`src/rtl/riscv_pipe_pkg.sv`:
```
// Shared definitions for the five-stage pipeline control path:
// hazard FSM states, register-file constants and the control bundle
// that drives the PC and pipeline-register enables.
package riscv_pipe_pkg;

  localparam int REG_ADDR_W = 5;
  localparam logic [REG_ADDR_W-1:0] REG_ZERO = 5'd0;

  typedef enum logic [1:0] {
    RUN      = 2'd0,
    MEM_WAIT = 2'd1,
    FAULT    = 2'd2
  } pipe_state_e;

  // One bit per pipeline-register control; packed order is also the
  // order used when the bundle is viewed as a 6-bit vector.
  typedef struct packed {
    logic pc_write;
    logic if_id_write;
    logic if_id_flush;
    logic id_ex_write;
    logic id_ex_bubble;
    logic ex_mem_write;
  } hazard_ctrl_t;

  // Free-running pipeline: everything loads, nothing is squashed.
  localparam hazard_ctrl_t CTRL_RUN = '{
    pc_write:     1'b1,
    if_id_write:  1'b1,
    if_id_flush:  1'b0,
    id_ex_write:  1'b1,
    id_ex_bubble: 1'b0,
    ex_mem_write: 1'b1
  };

  // Whole front of the pipeline held in place.
  localparam hazard_ctrl_t CTRL_FREEZE = '0;

endpackage

```
`src/rtl/pipeline_hazard_ctrl_sat_counter.sv`:
```
// Saturating up-counter used for the bring-up stall/flush statistics.
module sat_counter #(
  parameter int W = 32
) (
  input  logic         clk,
  input  logic         rst_n,
  input  logic         clear,
  input  logic         inc,
  output logic [W-1:0] count
);

  // Count events, sticking at all-ones instead of wrapping.
  always_ff @(posedge clk or negedge rst_n) begin
    if (!rst_n) begin
      count <= '0;
    end else if (clear) begin
      count <= '0;
    end else if (inc && (count != {W{1'b1}})) begin
      count <= count + W'(1);
    end
  end

endmodule

```
`src/rtl/pipeline_hazard_ctrl.sv`:
```
// Hazard and stall controller for the five-stage RISC-V core.
// Resolves memory waits, taken-branch/jump redirects and load-use
// hazards (in that priority) into PC / pipeline-register controls,
// guards data-memory waits with a watchdog and counts stalls/flushes.
//
// Memory handshake: mem_req_EX_MEM acts as valid for the MEM-stage
// access and dmem_ready as its ready; the access completes in the cycle
// both are high, and every cycle with valid high and ready low freezes
// the pipeline from PC through EX/MEM.
module pipeline_hazard_ctrl
  import riscv_pipe_pkg::*;
#(
  parameter int WAIT_MAX = 64,
  parameter int CNT_W    = 32
) (
  input  logic                  clk,
  input  logic                  reset_n,
  input  logic [REG_ADDR_W-1:0] rs1_IF_ID,
  input  logic [REG_ADDR_W-1:0] rs2_IF_ID,
  input  logic                  use_rs1_IF_ID,
  input  logic                  use_rs2_IF_ID,
  input  logic [REG_ADDR_W-1:0] rd_ID_EX,
  input  logic                  memread_ID_EX,
  input  logic                  redirect_EX,
  input  logic                  mem_req_EX_MEM,
  input  logic                  dmem_ready,
  output logic                  pc_write,
  output logic                  if_id_write,
  output logic                  if_id_flush,
  output logic                  id_ex_write,
  output logic                  id_ex_bubble,
  output logic                  ex_mem_write,
  output logic                  mem_fault,
  output logic [CNT_W-1:0]      stall_cnt,
  output logic [CNT_W-1:0]      flush_cnt,
  output pipe_state_e           state_dbg
);

  localparam int WAIT_W = $clog2(WAIT_MAX + 1);
  localparam logic [WAIT_W-1:0] WAIT_LIMIT = WAIT_W'(WAIT_MAX);
  localparam logic [WAIT_W-1:0] WAIT_ONE   = WAIT_W'(1);

  pipe_state_e       state_q, state_d;
  logic [WAIT_W-1:0] wait_q, wait_d;
  logic              fault_q;
  hazard_ctrl_t      run_ctrl, ctrl;
  pipe_state_e       run_next;
  logic              load_use, mem_stall;

  // Hazard detection on the current stage contents.
  always_comb begin
    load_use = memread_ID_EX && (rd_ID_EX != REG_ZERO) &&
               ((use_rs1_IF_ID && (rs1_IF_ID == rd_ID_EX)) ||
                (use_rs2_IF_ID && (rs2_IF_ID == rd_ID_EX)));
    mem_stall = mem_req_EX_MEM && !dmem_ready;
  end

  // RUN-state resolution, also reused for the MEM_WAIT release cycle.
  // A redirect squashes the decode instruction, so it masks load-use.
  always_comb begin
    run_ctrl = CTRL_RUN;
    run_next = RUN;
    if (mem_stall) begin
      run_ctrl = CTRL_FREEZE;
      run_next = (WAIT_ONE >= WAIT_LIMIT) ? FAULT : MEM_WAIT;
    end else if (redirect_EX) begin
      run_ctrl.if_id_flush  = 1'b1;
      run_ctrl.id_ex_bubble = 1'b1;
    end else if (load_use) begin
      run_ctrl.pc_write     = 1'b0;
      run_ctrl.if_id_write  = 1'b0;
      run_ctrl.id_ex_bubble = 1'b1;
    end
  end

  // Next-state, wait-counter and Mealy output selection.
  always_comb begin
    ctrl    = CTRL_RUN;
    state_d = state_q;
    wait_d  = wait_q;
    unique case (state_q)
      RUN: begin
        ctrl    = run_ctrl;
        state_d = run_next;
        wait_d  = mem_stall ? WAIT_ONE : '0;
      end
      MEM_WAIT: begin
        if (dmem_ready) begin
          ctrl    = run_ctrl;
          state_d = RUN;
          wait_d  = '0;
        end else begin
          ctrl   = CTRL_FREEZE;
          wait_d = wait_q + WAIT_ONE;
          if (wait_d == WAIT_LIMIT) begin
            state_d = FAULT;
          end
        end
      end
      FAULT: begin
        ctrl = CTRL_FREEZE;
      end
      default: begin
        ctrl    = CTRL_RUN;
        state_d = RUN;
        wait_d  = '0;
      end
    endcase
    // Held in reset the pipeline free-runs so the core can flush itself.
    if (!reset_n) begin
      ctrl = CTRL_RUN;
    end
  end

  // State, wait counter and sticky watchdog flag.
  always_ff @(posedge clk or negedge reset_n) begin
    if (!reset_n) begin
      state_q <= RUN;
      wait_q  <= '0;
      fault_q <= 1'b0;
    end else begin
      state_q <= state_d;
      wait_q  <= wait_d;
      fault_q <= fault_q || (state_d == FAULT);
    end
  end

  assign pc_write     = ctrl.pc_write;
  assign if_id_write  = ctrl.if_id_write;
  assign if_id_flush  = ctrl.if_id_flush;
  assign id_ex_write  = ctrl.id_ex_write;
  assign id_ex_bubble = ctrl.id_ex_bubble;
  assign ex_mem_write = ctrl.ex_mem_write;
  assign mem_fault    = fault_q;
  assign state_dbg    = state_q;

  sat_counter #(.W(CNT_W)) u_stall_cnt (
    .clk   (clk),
    .rst_n (reset_n),
    .clear (1'b0),
    .inc   (!ctrl.pc_write),
    .count (stall_cnt)
  );

  sat_counter #(.W(CNT_W)) u_flush_cnt (
    .clk   (clk),
    .rst_n (reset_n),
    .clear (1'b0),
    .inc   (ctrl.if_id_flush),
    .count (flush_cnt)
  );

endmodule

```
`config.mk`:
```
export PLATFORM = sky130hd
export DESIGN_NAME = pipeline_hazard_ctrl
export DESIGN_NICKNAME = d
export VERILOG_FILES = /design/src/rtl/riscv_pipe_pkg.sv /design/src/rtl/pipeline_hazard_ctrl_sat_counter.sv /design/src/rtl/pipeline_hazard_ctrl.sv
export SDC_FILE = /design/constraint.sdc
export NUM_CORES = 1
export LEC_CHECK = 0
export ABC_AREA = 0
export BUFFER_PORTS_ARGS = -buffer_cell sky130_fd_sc_hd__buf_2
export CAP_MARGIN = 20
export CORE_MARGIN = 2
export CORE_UTILIZATION = 50
export DETAILED_ROUTE_END_ITERATION = 16
export PLACE_DENSITY = 0.8
export SLEW_MARGIN = 20
export SYNTH_ARGS = -nofsm -noshare
export SYNTH_HDL_FRONTEND = slang
export SYNTH_HIERARCHICAL = 1
export SYNTH_SLANG_ARGS = --single-unit
export TNS_END_PERCENT = 20
```
`constraint.sdc`:
```
create_clock -name clk -period 2.5 [get_ports clk]
set_input_delay 0.25 -clock clk [delete_from_list [all_inputs] [get_ports clk]]
set_output_delay 0.25 -clock clk [all_outputs]
set_load 0.005 [all_outputs]
```
==> flow_summary.toml <==
[run_status]
status = "completed"

[floorplan]
ioPinCount = 96
chipWidth_um = 98.1
rows = 34
dieHeight_um = 98.1
initial_utilization_pct = 51.2
dieArea_um2 = 9610
core_area_um2 = 8640

[power_and_ir_drop]
p_leak_nw = 2.53
vdd_drop_max_mv = 0.283
power_density_nw_per_um2 = 441

[yosys]
synthTopCellsByArea = "dfrtp_1, xnor2_1, nor2_1"
synthFlopType = "dfrtp_1"
synthArstFlopShare_pct = 100
postSynthCellCount = 476
synth_edf_count = 0
syn_area_per_cell_um2 = 9.29
yosysSeqAreaShare_pct = 41.9
synth_warnings = 6
yosysUniqueCellTypes = 56
synth_largest_area_cell = "dfrtp_1"
ys_seq_elements = 74
synthDominantCellAreaShare_pct = 41.9
netlist_area_um2 = 4420
synth.most_common_cell = "dfrtp_1"
synth_common_cells = "dfrtp_1, nor2_1, nand2_1"

[critical_path]
crit_path_end_kind = "register"
startpoint = "state_dbg[0]$_DFF_PN0_"
crit_fanout = 10
worstSetupEndpoint = "u_stall_cnt/count[11]$_DFFE_PN0P_"
slowest_delay_ps = 420
critical_path_class = "reg -> reg"
r2r.worst_path.cells = 10
crit_arrival_ps = 2710
reg2reg_slack_ps = 50
crit_path_frequent_cell = "buf_4"
cp_top_family = "simple AND/OR/NAND/NOR gates"
crit_buf_inv = 2
cp.depth = 10
rr_startpoint = "state_dbg[0]$_DFF_PN0_"
worstPathCellList = "buf_4 -> nand2_1 -> nand2_2 -> o41ai_4 -> and3_1 -> nand4_1 -> a21o_4 -> buf_4 -> or3_1 -> a21oi_1"
r2r_end = "u_stall_cnt/count[11]$_DFFE_PN0P_"
cp.required_ps = 2750
slowest_stage = "o41ai_4"
start_kind = "register"

[min_path]
hold_path_class = "in -> async"

[global_route]
grt_pass1_vias = 3930
grt_antenna_before_repair = 0
grt_max_degree = 70
grt_first_pass_wirelength_um = 18300
grtUsageTotal_pct = 23.2
grt.overflow.total = 0

[cts]
cts.reportedPaths.clkPinSlew_ps = 80
cts_inserted_buffers = 9
cts_tree = "yes"
cts_buffer_depth = 2
clockRootBuffer = "clkbuf_8"
clock-sinks = 74
insertion_delay_ps = 330
ctsHtreeMaxLevel = 3

[placement]
globalplace.congestion = 0.872
dp_hpwl_um = 7820
dp.cells = 688
portBuffers = 95

[sta]
finalHoldViolCount = 0
drv_slew = 0
finClkSkew_ps = 11.0
worst_pin_slew_ps = 874
fmax_mhz = 407
period_share_pct = 98.2
relSlewSlack_pct = 41.7
holdWs_ps = 156
setup_viol = 0
grt_setup_unrepaired = "no"
period_minus_slack_ps = 2450

[final_layout]
fin_cells = 708
drive_above_1_share_pct = 29.0
antenna_cells = 0
area_growth_pct = 23.0
nets = 621

[route]
drt_iter0_drc = 225
routed_wirelength_um = 11000
first_pass_iters = 5
drc = 0
drt-vias-per-instance = 5.84
vias = 4132
ant_nets = 0
wl_per_cell_um = 15.6

[flow_run]
drv_cap = 0
[timing repair]
action                     CTS  global route
hold endpoints to repair     6             0
resized for setup            0             6
setup buffers                0             2
hold buffers                 1             0
setup endpoints to repair    0            15
[per-stage QoR]
stage | setup slack [ps] | power, mW | utilization (%) | cell area [um2] | TNS (ps)
2_1_floorplan | -71.9 | 1.29 | - | 4480 | -312
5_1_grt | 8.95 | 2.50 | 63.0 | 5440 | 0
6_report | 45.3 | 2.40 | 63.0 | 5440 | 0
3_3_place_gp | -247 | 1.35 | 59.6 | 5140 | -2560
4_1_cts | 30.0 | 2.42 | 62.3 | 5380 | 0
3_5_place_dp | -325 | 1.36 | 59.6 | 5140 | -3420
[how the worst min path moves through the flow]
| stage | start | end | slack, ps | cells past startpoint |
|---|---|---|---|---|
| floorplan | reset_n | mem_fault$_DFF_PN0_ | -50 | 0 |
| global placement | reset_n | state_dbg[1]$_DFF_PN0_ | 90 | 1 |
| detailed placement | reset_n | state_dbg[1]$_DFF_PN0_ | 90 | 1 |
| CTS | reset_n | u_flush_cnt/count[12]$_DFFE_PN0P_ | 190 | 2 |
| global route | reset_n | u_flush_cnt/count[11]$_DFFE_PN0P_ | 230 | 2 |
| finish | reset_n | u_flush_cnt/count[11]$_DFFE_PN0P_ | 160 | 2 |
[state kept, by name, summed over array words and instances, names as in the netlist]
name,flops
u_flush_cnt/count,32
u_stall_cnt/count,32
wait_q,7
state_dbg,2
mem_fault,1
[placed cells by master (no fill, tap or decap), drive strengths merged, types with 8 or more instances in the layout]
| cell | Yosys | layout |
|---|---|---|
| dfrtp | 74 | 74 |
| a21oi | 23 | 23 |
| inv | 17 | 17 |
| or3 | 10 | 10 |
| nand2 | 33 | 33 |
| clkbuf | 8 | 12 |
| nor2b | 13 | 13 |
| mux2 | 13 | 13 |
| and3 | 18 | 18 |
| nor4 | 16 | 16 |
| conb | 1 | 8 |
| nand4 | 14 | 14 |
| nand3 | 29 | 29 |
| nor2 | 57 | 57 |
| o21ai | 14 | 14 |
| xor2 | 16 | 16 |
| nor3 | 9 | 9 |
| a211oi | 10 | 10 |
| buf | 8 | 115 |
| xnor2 | 25 | 25 |
[worst register-to-register path: cells and delay by family (launching register included)]
family	cells	cell delay, ps
and+or+nand+nor	5	850
DFF	1	380
AOI/OAI and AO/OA	3	830
buffers and inverters	2	320
[cell type report]
| class | instances | area, um2 |
|---|---|---|
| Multi-Input combinational cell | 377 | 2520 |
| Inverter | 17 | 63.8 |
| Clock buffer | 12 | 155 |
| Tap cell | 108 | 135 |
| Timing Repair Buffer | 116 | 638 |
| Clock inverter | 4 | 73.8 |
| Fill cell | 740 | 3200 |
| Sequential cell | 74 | 1850 |
[per-layer routing]
metal | share of wire (%) | vias up | track usage [%]
met5 | 0 | - | 0
met4 | 1.4 | 0 | 10.0
met3 | 5.7 | 16 | 4.15
met2 | 50 | 153 | 38.7
met1 | 43 | 2013 | 29.6
li1 | - | 1950 | -
[logic make-up (layout without fill, tap and decap cells)]
logic type,Yosys count,count (layout),synth area share [%]
AND/OR/NAND/NOR,226,226,28.7
AO/OA/AOI/OAI,83,84,13.2
flip-flops,74,74,41.9
XOR/XNOR,41,41,8.12
buffers and inverters,33,149,3.25
multiplexers,15,15,3.93
adder cells (fa/ha/maj),3,3,0.849
other,1,8,0.0848
[where the power goes]
group	internal [mW]	total, mW	switching (mW)
Sequential	1.20	1.21	0.00621
Combinational	0.0503	0.138	0.0881
Clock	0.618	1.05	0.435
Total	1.87	2.40	0.529
Power figures use the tool's default switching activity.
